[src/rtl/traffic_pkg.sv]
// Shared lane constants, emergency FSM states and lane-to-bus packing
// for the intersection model.
package traffic_pkg;

    localparam int unsigned NUM_LANES = 8;
    localparam int unsigned COUNT_W   = 8;
    localparam int unsigned LANES_W   = NUM_LANES * COUNT_W;

    localparam logic [2:0] LANE_S1 = 3'd0;
    localparam logic [2:0] LANE_S2 = 3'd1;
    localparam logic [2:0] LANE_E1 = 3'd2;
    localparam logic [2:0] LANE_E2 = 3'd3;
    localparam logic [2:0] LANE_N1 = 3'd4;
    localparam logic [2:0] LANE_N2 = 3'd5;
    localparam logic [2:0] LANE_W1 = 3'd6;
    localparam logic [2:0] LANE_W2 = 3'd7;

    typedef enum logic [1:0] {
        IDLE,
        WAIT_GREEN,
        PASSING
    } emg_state_t;

    // Bus order is {w1,w2,s1,s2,e1,e2,n1,n2}: slot = (5 - lane) mod 8.
    function automatic logic [5:0] lane_lsb(input logic [2:0] lane);
        logic [2:0] slot;
        slot = 3'd5 - lane;
        return {slot, 3'b000};
    endfunction

endpackage

[src/rtl/lane_queue.sv]
// One lane's saturating car counter: adds arrivals, removes one car per
// departure tick while the lane is green and non-empty.
module lane_queue
    import traffic_pkg::*;
(
    input  logic               clk,
    input  logic               rst,
    input  logic [COUNT_W-1:0] add,
    input  logic               dep_en,
    input  logic               tick,
    output logic [COUNT_W-1:0] count,
    output logic               departed
);

    logic [COUNT_W:0]   sum;
    logic [COUNT_W-1:0] count_next;

    always_comb begin
        departed   = tick && dep_en && (count != '0);
        sum        = {1'b0, count} + {1'b0, add} - {{COUNT_W{1'b0}}, departed};
        count_next = sum[COUNT_W] ? '1 : sum[COUNT_W-1:0];
    end

    always_ff @(posedge clk) begin
        if (!rst) begin
            count <= '0;
        end else begin
            count <= count_next;
        end
    end

endmodule

[config.mk]
export PLATFORM = sky130hd
export DESIGN_NAME = lane_queue
export DESIGN_NICKNAME = d
export VERILOG_FILES = /design/src/rtl/traffic_pkg.sv /design/src/rtl/lane_queue.sv
export SDC_FILE = /design/constraint.sdc
export NUM_CORES = 1
export LEC_CHECK = 0
export BUFFER_PORTS_ARGS = -buffer_cell sky130_fd_sc_hd__buf_2
export CORE_MARGIN = 3
export CORE_UTILIZATION = 35
export DETAILED_ROUTE_END_ITERATION = 8
export PLACE_DENSITY = 0.56
export SLEW_MARGIN = 40
export SYNTH_ARGS = -nofsm -noshare
export SYNTH_HDL_FRONTEND = slang
export SYNTH_SLANG_ARGS = --single-unit
[constraint.sdc]
create_clock -name clk -period 2.3 [get_ports clk]
set_input_delay 0 -clock clk [delete_from_list [all_inputs] [get_ports clk]]
set_output_delay 0 -clock clk [all_outputs]
set_load 0.01 [all_outputs]
==> results by stage, run 1 <==
Min path:
- The origin of the worst min-delay path is rst.
- The worst min-delay path endpoint is count[4].
- The worst hold path was traced through 2 stages.
- The class of the tightest hold or removal check is input pin to flip-flop.

Clock network:
- The library cell used as clock root buffer is sky130_fd_sc_hd__clkbuf_4.
- The CTS H-tree depth is 1.
- Clock-pin slew was measured on the worst setup and hold paths at roughly 0.050 ns.
- The number of sinks driven by the clock tree is 8.
- The number of buffers created by CTS is 3.
- At the later pin of the worst-skew pair, clock insertion delay measures around 0.25 ns.
- The clock tree from TritonCTS is yes.
- The maximum buffer depth of the clock tree is 2.

Global route:
- The via count of the first global-routing pass was 717.
- Summed over all layers, the global routing overflow is 0.
- The initial antenna violation count was 0.
- The first global-routing pass estimated 3.056 mm of wire.
- The pin count of the biggest net entering global routing is 9.
- The global-route total usage across every layer is between 10 and 15%.

Floorplanning:
- The number of rows created at floorplan is 16.
- For this configuration, the core starts out at a cell density of between 30% and 40%.
- 21 I/O pins were placed.
- The die is 53.72 µm wide.
- The floorplan step set the die height to roughly 54 µm.
- The area inside the core boundary is between 0.002 and 0.0025 mm².
- The die covers 0.002886 mm².

Placed design:
- The worst setup timing slack at the placement stage is -0.4227 ns.
- The HPWL after detailed placement is between 1 and 1.5 mm.
- The weighted congestion reported at the end of routability-driven placement is 0.7124.
- The number of port buffers is 20.

Timing:
- Setup violations remaining at the end of the flow were counted as 8.
- The ratio of final minimum period to clock period is 110.4%.
- The final count of hold timing violations is 0.
- After layout, the minimum clock period comes to between 2 and 3 ns.
- In this run the tightest slew margin relative to its limit is around 80%.
- For the pin with the worst max-slew slack, the measured transition is between 0.3 and 0.4 ns.
- The max-slew violation total from the final report is 0.
- Setup repair after global routing could not meet its margin everywhere.
- The maximum clock frequency is approximately 400 MHz.
- The largest clock skew in the final design is around 0.0052 ns.
- The least setup slack across all paths after layout is -0.2383 ns.

Drt:
- The remaining routing DRC violations is 0.
- After detailed routing, the number of vias per cell comes to 4.288.
- In this run, the number of DRC markers left after iteration 0 of detailed routing was 0.
- The overall via count from detail_route is ~700.
- The detailed-route wire length is between 1.5 and 2 mm.
- For this run, the detailed router's first-pass iteration total came to 1.
- The detail route stage leaves a number of antenna-violating nets equal to 0.
- The routed wirelength normalized by instance count is approximately 10 µm.

Flow run:
- Across the run, the number of max-cap violations was 0.

Critical path:
- The terminus of the critical flop-to-flop path is count[6].
- STA classifies the critical path startpoint as a flip-flop.
- The startpoint identified for the worst register-to-register timing path is count[4].
- STA puts the critical path data required time at roughly 2.4 ns.
- Along the worst path, the maximum fanout reaches 2.
- The count of cells along the worst register-to-register path is 12.
- On the worst path, the slowest cell contributes a delay of between 0.3 and 0.4 ns.
- STA classifies the critical path endpoint as a flip-flop.
- The critical path's slowest cell is sky130_fd_sc_hd__fa_2.
- The data arrival at the endpoint of the critical path is 2.68 ns.
- The kind of critical path is flip-flop to flip-flop.
- The critical path goes through nor4_4, a21oi_2, ha_1, inv_1, ha_2, inv_2, fa_2, nand2b_4, a21oi_4, and2b_2, xnor2_1, o21a_1.
- The setup slack on the worst flop-to-flop path is -0.24 ns.

Cells and area:
- The most frequent standard cell in the layout excluding fill and tap cells is sky130_fd_sc_hd__inv_1.
- The register with the most flip-flops in the final layout is count.
- The register with the most flip-flops in the layout has 8 of them.
- The fraction of layout instances using a drive strength above 1 is 36.76%.
- The largest registers in the layout are count x8.
- The library cells used most frequently in the layout, excluding fill and tap cells, are sky130_fd_sc_hd__inv_1 (31), sky130_fd_sc_hd__buf_2 (20), sky130_fd_sc_hd__ha_1 (15), sky130_fd_sc_hd__buf_4 (12), sky130_fd_sc_hd__o21a_1 (8).
- The total of fill cells in the finished design is 198.
- The final-stage net count is 167.
- The number of antenna diodes in the final layout is 0.
- Compared with the post-synthesis result, the final layout area differs by 39.25%.
- The share of the core filled with cells in the final layout is 53.82%.

Yosys:
- For this run, the leading register cell type out of synthesis is sky130_fd_sc_hd__dfxtp_1.
- The number of flops mapped to enable cells by yosys is 0.
- The share of synthesized flip-flops with an asynchronous set or reset is 0%.
- The Yosys warning count is 0.
- Synthesis inferred 8 register bits.
- The post-synthesis net count is 131.
- Synthesis produced a netlist whose cell count is between 100 and 150.
- In this run the mean area of a mapped cell was roughly 7.8 µm².
- Counting distinct cell types in the post-synthesis netlist gives 22.
- Summing the sequential cell areas from Yosys gives about 20% of the chip area.
- In this run the cell area of the synthesized design comes to 797.0 µm².

Pwr:
- The static leakage is 0.6049 nW.
- The power density relative to cell area is approximately 1700 mW/mm².
- Across the VDD grid, the largest voltage drop is ~0.76 mV.

Status:
- The checks that failed: negative setup slack.
- The run finished, with violations left.
-- layout make-up --
cell class	instances	area (µm²)	area share [%]
well taps	27	33.78	3.044
flip-flops and latches	8	165.2	14.88
inverters	32	120.1	10.82
repair buffers	32	190.2	17.14
multi-input cells	61	578.1	52.09
clock buffers	3	22.52	2.029
-- power by group --
part           total, mW  internal [mW]  switching, mW
logic               1.46          0.735          0.721
registers          0.301          0.224         0.0770
clock network      0.108         0.0597         0.0478
total               1.86           1.02          0.846
-- synth_stat cells (2+ instances only) --
cell type / count / area, µm²
sky130_fd_sc_hd__inv_1: 32 / 120.1
sky130_fd_sc_hd__ha_1: 16 / 200.2
sky130_fd_sc_hd__dfxtp_1: 8 / 160.2
sky130_fd_sc_hd__o21a_1: 8 / 60.06
sky130_fd_sc_hd__nand2_1: 7 / 26.28
sky130_fd_sc_hd__a21oi_1: 6 / 30.03
sky130_fd_sc_hd__xnor2_1: 6 / 52.55
sky130_fd_sc_hd__nand2b_1: 2 / 12.51
sky130_fd_sc_hd__nor2_1: 2 / 7.510
sky130_fd_sc_hd__nor4_1: 2 / 12.51
sky130_fd_sc_hd__o211ai_1: 2 / 15.01
-- what timing repair did --
action / 4_1_cts / 5_1_grt
hold buffers: 0 / 0
buffers inserted: 1 / 1
setup endpoints to repair: 8 / 8
resized for setup: 6 / 1
endpoints found under the hold margin: 0 / 0
pin swaps: 2 / 3
-- through the flow --
stage / hold slack, ns / instance area, µm² / total power, mW / setup TNS, ns / cells
after global placement: 0.3042 / 1020 / 1.631 / -2.849 / 158
final: 0.04254 / 1110 / 1.864 / -1.565 / 163
after detailed placement: 0.3038 / 1020 / 1.630 / -3.270 / 158
after CTS: 0.04057 / 1094 / 1.860 / -1.782 / 162
after floorplan: 0.1002 / 814.5 / 1.263 / -1.526 / 102
after global routing: 0.04337 / 1110 / 2.097 / -2.592 / 163
-- worst max path at each step --
stage                         from        to  cells after the start
after floorplan           count[1]  count[6]                     12
after global placement    count[4]  count[6]                     12
after detailed placement  count[4]  count[6]                     12
after CTS                 count[5]  count[6]                     12
after global routing      count[4]  count[6]                     12
final                     count[4]  count[6]                     12
-- routing by layer --
metal  share of wire, %  wire [µm]  vias to the layer above  GRT usage, %
met2                 42        691                       20         21.57
met1                 49        810                      283         19.27
li1                   -          -                      392             -
met5                  0          0                        -             0
met4                1.6         26                        0         5.532
met3                6.7        109                        4         4.155
-- cell families after synthesis --
group | Yosys count | share of synthesized area, %
XOR/XNOR | 7 | 8.635
AND/OR/NAND/NOR | 14 | 8.478
buffers and inverters | 33 | 15.54
AO/OA/AOI/OAI | 23 | 19.62
flip-flops | 8 | 20.09
adder cells (fa/ha/maj) | 17 | 27.63
-- worst max-delay path, delay by kind of cell (launching register included) --
family | cells | cell delay [ns]
AOI/OAI and AO/OA | 3 | 0.39
xor gates and xnor gates | 1 | 0.12
adders and majority gates | 3 | 0.78
buffers and inverters | 2 | 0.10
DFF | 1 | 0.33
and+or+nand+nor | 3 | 0.70
No activity file was read; power rests on OpenSTA's default activity.
==> inputs of run 2 (changes only) <==
- ABC_CLOCK_PERIOD_IN_PS: not set -> 2800
- PLACE_DENSITY: 0.56 -> 0.54
- clock period: 2.3 -> 2.8 ns (I/O delays scaled with it)
==> run 2 against run 1 <==
The run now ends clean. Combinational power decreased by 26%. First-iteration DRC count increased by 5. Maximum frequency decreased by 4.7%. Sequential power decreased by 23%. Largest power group unchanged. Wire length decreased by 7.2%. Hold slack got worse by 0.0069 ns. Register-to-register slack improved by 0.38 ns. Cell count decreased by 6.7%. Clock-buffer cell count unchanged. Via count decreased by 3.9%.
==> results by stage, run 2 (synthesis results as in run 1) <==
Cells and area:
- The area occupied by registers is 160.2 µm² (was 165.2 µm²).
- The multi-input combinational cell area was 545.5 µm² (was 578.1 µm²).
- Largest regs: count x8 (unchanged).
- The finished layout cell area came to 989.7 µm² (was 0.001110 mm²).
- The fraction of layout instances using a drive strength above 1 was 26.40% (was 36.76%).
- The most frequent standard cell in the layout excluding fill and tap cells is sky130_fd_sc_hd__inv_1 (unchanged).
- Commonest non-fill, non-tap cells in the layout: sky130_fd_sc_hd__inv_1 (32), sky130_fd_sc_hd__buf_2 (20), sky130_fd_sc_hd__ha_1 (15), sky130_fd_sc_hd__o21a_1 (8), sky130_fd_sc_hd__dfxtp_1 (8) (was sky130_fd_sc_hd__inv_1 (31), sky130_fd_sc_hd__buf_2 (20), sky130_fd_sc_hd__ha_1 (15), sky130_fd_sc_hd__buf_4 (12), sky130_fd_sc_hd__o21a_1 (8)).
- The number of antenna diodes is 0 (unchanged).
- The number of flip-flops in the largest register is 8 (unchanged).
- The final-stage net count is 156 (was 167).
- The growth of design area from synthesis to finish was 24.18% (was 39.25%).
- The total of fill cells in the finished design is 213 (was 198).
- The share of the core filled with cells in the final layout came to 48.00% (was 53.82%).
- The post-layout instance count excluding filler cells is 152 (was 163).
- The register containing the most flip-flops in the final layout was count (unchanged).

Pwr:
- The power density relative to cell area is 1412 mW/mm² (was 1680 mW/mm²).
- The static leakage is 0.5450 nW (was 0.6049 nW).
- The total power is 1.398 mW (was 1.864 mW).
- The largest voltage drop on the vdd net was 0.5473 mV (was 0.7645 mV).

Clock network:
- The clock tree from TritonCTS is yes (unchanged).
- The source-to-sink clock delay at the later pin of the worst-skew pair is 0.26 ns (was 0.25 ns).
- The library cell used as clock root buffer is sky130_fd_sc_hd__clkbuf_4 (unchanged).
- The maximum buffer depth of the clock tree is 2 (unchanged).
- The clock-pin slew on the worst setup and hold paths is 0.05 ns (about the same).
- The number of sinks driven by the clock tree is 8 (unchanged).
- The number of buffers created by CTS is 3 (unchanged).
- The CTS H-tree depth is 1 (unchanged).
- The number of buffers inserted by post-CTS setup repair was 0 (was 1).

Floorplanning:
- The area inside the core boundary is 0.002062 mm² (unchanged).
- The I/O pin count is 21 (unchanged).
- The starting density of the core is 38.65% (unchanged).
- The vertical extent of the die is 53.72 µm (unchanged).
- The full die area is 0.002886 mm² (unchanged).
- The chip width is 53.72 µm (unchanged).
- The number of rows created at floorplan is 16 (unchanged).

Critical path:
- The kind of critical path is flip-flop to flip-flop (unchanged).
- The critical path's slowest cell is sky130_fd_sc_hd__fa_2 (unchanged).
- The top fanout value on the critical path is 8 (was 2).
- The instance count on the critical path was 13 (was 12).
- In this design, the critical path's most frequently occurring cell is sky130_fd_sc_hd__inv_1.
- The kind of start point of the critical path is a flip-flop (unchanged).
- The largest incremental delay on the critical path is 0.34 ns (about the same).
- The required time of the critical path is 2.94 ns (was 2.44 ns).
- The count of cells along the worst register-to-register path is 13 (was 12).
- The critical path endpoint category was a flip-flop (unchanged).
- The cell family with the largest share of critical-path delay is adder cells (unchanged).
- The number of buffers and inverters on the critical path was 3 (was 2).
- The data arrival at the endpoint of the critical path is 2.80 ns (was 2.68 ns).
- Crit-path cells: nor4_2, a21oi_1, ha_1, inv_1, ha_2, inv_1, fa_2, nand2b_4, a21oi_4, o21ai_2, xnor2_2, buf_4, o21a_1 (was nor4_4, a21oi_2, ha_1, inv_1, ha_2, inv_2, fa_2, nand2b_4, a21oi_4, and2b_2, xnor2_1, o21a_1).

Drt:
- The post-detailed-route count of antenna-violating nets came to 0 (unchanged).
- The detailed-route vias per instance is 4.421 (was 4.288).
- The remaining routing DRC violations is 0 (unchanged).
- The detailed-route wire length is 1.520 mm (was 1.638 mm).
- The routed wirelength normalized by instance count is 10.00 µm (was 10.05 µm).
- The detailed router's first-iteration violation count was 5 (was 0).
- The number of detailed-routing iterations run before antenna repair is 4 (was 1).
- The overall via count from detail_route is 672 (was 699).

Global route:
- The initial antenna violation count is 0 (unchanged).
- The total congestion overflow after global routing is 0 (unchanged).
- The wire length of the first global-routing pass was 2.421 mm (was 3.056 mm).
- The global-route total usage across every layer is 11.77% (was 14.41%).
- The via count of the first global-routing pass is 574 (was 717).
- The pin count of the biggest net entering global routing came to 9 (unchanged).

Timing:
- The maximum clock frequency is 375.6 MHz (was 394.0 MHz).
- The clock period minus worst slack is 2.662 ns (was 2.538 ns).
- The worst hold slack across all endpoints came to 0.03568 ns (was 0.04254 ns).
- The final count of hold timing violations is 0 (unchanged).
- The worst-case headroom to the max-slew limit came to 82.46% (was 79.80%).
- The max-slew violation total from the final report was 0 (unchanged).
- The sum of negative setup slack is 0 ns (was -1.565 ns).
- The actual transition at the worst max-transition pin is 0.2620 ns (was 0.3017 ns).
- The largest clock skew in the final design is 0.006152 ns (was 0.005201 ns).
- The number of endpoints failing setup at the final stage is 0 (was 8).
- The ratio of final minimum period to clock period came to 95.08% (was 110.4%).
- The least setup slack across all paths after layout is 0.1377 ns (was -0.2383 ns).

Placed design:
- The number of port buffers came to 20 (unchanged).
- The worst setup timing slack at the placement stage is 0.003369 ns (was -0.4227 ns).
- The HPWL after detailed placement is 1.268 mm (was 1.347 mm).
- The weighted congestion reported at the end of routability-driven placement came to 0.7477 (was 0.7124).
- The number of placed instances, taps included was 149 (was 158).
- The total cell area at the placement stage is 934.6 µm² (was 0.001020 mm²).

Status:
- Result of the run: complete, no violations (was finished with violations).

Flow run:
- The max-cap violation count is 0 (unchanged).

Min path:
- The class of the tightest hold or removal check was input pin to flip-flop (unchanged).
- The depth of the worst hold-timing path came to 2 (unchanged).
-- run 2: worst paths after layout --
check                 from       end  slack (ns)
setup / recovery  count[7]  count[6]        0.14
hold / removal         rst  count[2]        0.04
setup reg to reg  count[7]  count[6]        0.14
hold reg to reg   count[0]  count[0]        0.94
-- run 2: final cells by class --
class                      instances  area share (%)
multi-input combinational         61           55.12
timing repair buffer              21           10.87
inverter                          32           12.14
tap                               27           3.413
clock buffer                       3           2.276
sequential                         8           16.18
-- run 2: per-layer routing --
layer	up-vias	track usage [%]	wire (µm)
li1	368	-	-
met1	279	17.80	785
met2	22	15.12	616
met3	3	2.216	86
met4	0	6.383	31
met5	-	0	0
-- run 2: what timing repair did --
item | 4_1_cts | 5_1_grt
endpoints found under the setup margin | 1 | 8
gates resized for setup | 1 | 5
pin swaps | 0 | 3
hold buffers | 0 | 0
-- run 2: power by group --
group	internal [mW]	leakage (nW)	total [mW]	switching [mW]
sequential	0.178	0.0673	0.231	0.0537
clock	0.0489	0.0138	0.0868	0.0378
combinational	0.520	0.464	1.08	0.560
total	0.746	0.545	1.40	0.651
==> inputs of run 3 (changes only) <==
- ABC_AREA: not set -> 1
- PLACE_DENSITY: 0.54 -> 0.53
==> run 3 against run 2 <==
Critical path depth up 4. Largest power group unchanged. Cell count up 27%. Sequential share of layout area down 1.3 points. Global-route usage up 0.47 points.
==> results by stage, run 3 <==
Status:
- Result of the run: complete, no violations (unchanged).

Timing:
- The maximum clock frequency is 394.1 MHz (was 375.6 MHz).
- The final count of hold timing violations is 0 (unchanged).
- The sum of negative setup slack is 0 ns (unchanged).
- The worst-case headroom to the max-slew limit is 85.07% (was 82.46%).
- The number of endpoints failing setup at the final stage is 0 (unchanged).
- The max-slew violation total from the final report came to 0 (unchanged).
- The worst hold slack across all endpoints is 0.1372 ns (was 0.03568 ns).
- The clock period minus worst slack was 2.537 ns (was 2.662 ns).
- The largest clock skew in the final design is 0.01124 ns (was 0.006152 ns).
- The ratio of final minimum period to clock period is 90.62% (was 95.08%).
- Setup repair after global routing left no endpoint under its margin.
- The actual transition at the worst max-transition pin came to 0.2223 ns (was 0.2620 ns).

Drt:
- The post-detailed-route count of antenna-violating nets came to 0 (unchanged).
- The wire length on met2 was 808 µm (was 616 µm).
- The routed wirelength normalized by instance count was 9.124 µm (was 10.00 µm).
- The uppermost layer routed was met4 (unchanged).
- The remaining routing DRC violations is 0 (unchanged).
- The detailed router's first-iteration violation count is 11 (was 5).
- The detailed-route wire length is 1.761 mm (was 1.520 mm).
- The number of detailed-routing iterations run before antenna repair is 4 (unchanged).
- The detailed-route vias per instance is 4.352 (was 4.421).
- The overall via count from detail_route is 840 (was 672).
- The wire length on met1 is 847 µm (was 785 µm).
- The routed length on met3 is 72 µm (was 86 µm).

Global route:
- The via count of the first global-routing pass came to 792 (was 574).
- The wire length of the first global-routing pass is 3.070 mm (was 2.421 mm).
- The total congestion overflow after global routing was 0 (unchanged).
- The initial antenna violation count is 0 (unchanged).
- The global-route total usage across every layer was 12.24% (was 11.77%).
- The pin count of the biggest net entering global routing is 9 (unchanged).

Critical path:
- The required time of the critical path came to 2.97 ns (was 2.94 ns).
- The number of buffers and inverters on the critical path is 4 (was 3).
- The kind of critical path was flip-flop to flip-flop (unchanged).
- The kind of start point of the critical path was a flip-flop (unchanged).
- The origin of the worst setup path is count[4] (was count[7]).
- The critical path's slowest cell is sky130_fd_sc_hd__fa_1 (was sky130_fd_sc_hd__fa_2).
- The data arrival at the endpoint of the critical path came to 2.70 ns (was 2.80 ns).
- The critical path endpoint category is a flip-flop (unchanged).
- The startpoint of the most critical register-to-register path is count[4] (was count[7]).
- The terminus of the critical flop-to-flop path is count[3] (was count[6]).
- Crit-path cells: nor4_4, a21oi_1, ha_1, inv_1, ha_1, inv_1, fa_1, inv_1, nand2_1, nand2_1, nand3_2, nand2_1, nand2_2, nand2_4, nand2_1, nand2_1, inv_1 (was nor4_2, a21oi_1, ha_1, inv_1, ha_2, inv_1, fa_2, nand2b_4, a21oi_4, o21ai_2, xnor2_2, buf_4, o21a_1).
- The largest incremental delay on the critical path is 0.40 ns (was 0.34 ns).
- The setup slack on the worst flop-to-flop path is 0.26 ns (was 0.14 ns).
- The end point of the critical path is count[3] (was count[6]).
- The cell family with the largest share of critical-path delay is simple AND/OR/NAND/NOR gates (was adder cells).
- The count of cells along the worst register-to-register path came to 17 (was 13).
- The top fanout value on the critical path came to 8 (unchanged).
- The most used cell along the critical path is sky130_fd_sc_hd__nand2_1 (was sky130_fd_sc_hd__inv_1).
- The instance count on the critical path came to 17 (was 13).

Cells and area:
- Largest regs: count x8 (unchanged).
- The final-stage net count was 196 (was 156).
- The most frequent standard cell in the layout excluding fill and tap cells is sky130_fd_sc_hd__inv_1 (unchanged).
- The number of antenna diodes was 0 (unchanged).
- The number of flip-flops in the largest register is 8 (unchanged).
- The register containing the most flip-flops in the final layout is count (unchanged).
- Commonest non-fill, non-tap cells in the layout: sky130_fd_sc_hd__inv_1 (50), sky130_fd_sc_hd__nand2_1 (37), sky130_fd_sc_hd__buf_2 (20), sky130_fd_sc_hd__ha_1 (16), sky130_fd_sc_hd__dfxtp_1 (8) (was sky130_fd_sc_hd__inv_1 (32), sky130_fd_sc_hd__buf_2 (20), sky130_fd_sc_hd__ha_1 (15), sky130_fd_sc_hd__o21a_1 (8), sky130_fd_sc_hd__dfxtp_1 (8)).
- The growth of design area from synthesis to finish is 21.27% (was 24.18%).
- The fraction of layout instances using a drive strength above 1 came to 18.79% (was 26.40%).

Clock network:
- The number of sinks driven by the clock tree came to 8 (unchanged).
- The clock-pin slew on the worst setup and hold paths was 0.06 ns (was 0.05 ns).
- The CTS H-tree depth is 1 (unchanged).
- The library cell used as clock root buffer is sky130_fd_sc_hd__clkbuf_4 (unchanged).
- The source-to-sink clock delay at the later pin of the worst-skew pair came to 0.26 ns (about the same).
- The clock tree from TritonCTS is yes (unchanged).
- The number of buffers created by CTS is 3 (unchanged).
- The maximum buffer depth of the clock tree is 2 (unchanged).

Floorplanning:
- The I/O pin count was 21 (unchanged).
- The full die area came to 0.003179 mm² (was 0.002886 mm²).
- The vertical extent of the die is 56.38 µm (was 53.72 µm).
- The number of rows created at floorplan is 17 (was 16).
- The chip width came to 56.38 µm (was 53.72 µm).
- The starting density of the core is 38.32% (was 38.65%).
- The area inside the core boundary is 0.002318 mm² (was 0.002062 mm²).

Yosys:
- The commonest register cell after synthesis was sky130_fd_sc_hd__dfxtp_1 (unchanged).
- Dominant cells by area after synthesis: sky130_fd_sc_hd__ha_1 (23%), sky130_fd_sc_hd__inv_1 (21%), sky130_fd_sc_hd__dfxtp_1 (18%), sky130_fd_sc_hd__nand2_1 (16%), sky130_fd_sc_hd__a21oi_1 (3.4%) (was sky130_fd_sc_hd__ha_1 (25%), sky130_fd_sc_hd__dfxtp_1 (20%), sky130_fd_sc_hd__inv_1 (15%), sky130_fd_sc_hd__o21a_1 (7.5%), sky130_fd_sc_hd__xnor2_1 (6.6%)).
- The cell taking the most area after synthesis was sky130_fd_sc_hd__ha_1 (unchanged).
- The cell area after technology mapping is 888.4 µm² (was 797.0 µm²).
- The post-synthesis sequential area ratio came to 18.03% (was 20.09%).
- The number of flops mapped to enable cells by yosys is 0 (unchanged).
- The share of synthesized flip-flops with an asynchronous set or reset is 0% (unchanged).
- The post-synthesis net count is 170 (was 131).
- The area share of the largest cell type after synthesis is 22.54% (was 25.12%).
- The Yosys warning count was 0 (unchanged).
- The number of distinct library cell variants in the gate-level netlist after synthesis is 16 (was 22).
- The gate count after technology mapping is 141 (was 102).
- The dominant cell by count in the synthesized netlist was sky130_fd_sc_hd__inv_1 (unchanged).
- The mean post-synth cell area was 6.300 µm² (was 7.814 µm²).
- Ranking of synthesized cells by instance count: sky130_fd_sc_hd__inv_1 (50), sky130_fd_sc_hd__nand2_1 (37), sky130_fd_sc_hd__ha_1 (16) (was sky130_fd_sc_hd__inv_1 (32), sky130_fd_sc_hd__ha_1 (16), sky130_fd_sc_hd__dfxtp_1 (8), sky130_fd_sc_hd__o21a_1 (8), sky130_fd_sc_hd__nand2_1 (7)).
- The flop and latch count out of synthesis is 8 (unchanged).

Flow run:
- The max-cap violation count is 0 (unchanged).

Min path:
- The class of the tightest hold or removal check was input pin to flip-flop (unchanged).

Placed design:
- The weighted congestion reported at the end of routability-driven placement was 0.7609 (was 0.7477).
- The number of port buffers is 20 (unchanged).
- The HPWL after detailed placement came to 1.554 mm (was 1.268 mm).

Pwr:
- The largest voltage drop on the vdd net is 0.5688 mV (was 0.5473 mV).
- The static leakage is 0.7089 nW (was 0.5450 nW).
- The power density relative to cell area is 1266 mW/mm² (was 1412 mW/mm²).
## run 3: cell count changes after synthesis, sizes merged, moves of 3 or more
cell,delta
xnor2,-7
inv,+18
nand3b,+3
o21a,-8
nand3,+5
nand2,+34
xor2,+3
## run 3: timing repair
action	4_1_cts	5_1_grt
resized for setup	0	3
hold buffers	1	0
endpoints found under the setup margin	0	5
endpoints found under the hold margin	5	0
buffers inserted	0	0
## run 3: area by class of cell
type / instances / area (µm²)
well taps: 28 / 35.03
repair buffers: 21 / 110.1
clock buffers: 3 / 22.52
flip-flops and latches: 8 / 160.2
fillers: 270 / 1241
multi-input cells: 83 / 561.8
inverters: 50 / 187.7
## run 3: power by group
part / leakage [nW] / switching, mW / internal (mW)
registers: 0.0673 / 0.0704 / 0.175
logic: 0.628 / 0.611 / 0.416
clock network: 0.0138 / 0.0420 / 0.0492
## run 3: how the worst min path moves through the flow
stage | start | to | cells after the start
2_1_floorplan | rst | count[0] | 2
3_3_place_gp | rst | count[0] | 3
3_5_place_dp | rst | count[0] | 3
4_1_cts | add[0] | count[0] | 6
5_1_grt | add[0] | count[0] | 6
6_report | add[0] | count[0] | 6
## run 3: cell families (layout without fill, tap and decap cells)
logic type / count (synthesis) / count (layout) / synth area share, %
flops: 8 / 8 / 18.03
xor+xnor: 3 / 3 / 2.958
fa+ha+maj: 17 / 17 / 24.79
simple gates: 57 / 57 / 29.72
buf+inv: 50 / 74 / 21.13
compound gates: 6 / 6 / 3.380
## run 3: per-stage QoR
step | utilization (%) | worst slack (ns) | area [µm²] | instances | total power [mW]
2_1_floorplan | - | 0.4392 | 888.4 | 141 | 1.008
6_report | 46.47 | 0.2627 | 1077 | 193 | 1.364
5_1_grt | 46.47 | 0.01782 | 1077 | 193 | 1.557
4_1_cts | 45.55 | 0.1404 | 1056 | 193 | 1.362
3_3_place_gp | 44.14 | 0.1888 | 1023 | 189 | 1.263
3_5_place_dp | 44.14 | 0.1542 | 1023 | 189 | 1.255
## run 3: per-layer routing
layer  up-vias  global-route usage [%]
li1        459                       -
met1       358                   13.71
met2        18                   21.87
met3         5                   2.299
met4         0                   6.102
met5         -                       0
## run 3: tightest hold or removal path: stages
cell and delay [ns]:
sky130_fd_sc_hd__buf_2 0.08, sky130_fd_sc_hd__ha_1 0.12, sky130_fd_sc_hd__inv_1 0.03, sky130_fd_sc_hd__nand2_1 0.05, sky130_fd_sc_hd__nand2_1 0.04, sky130_fd_sc_hd__inv_1 0.04
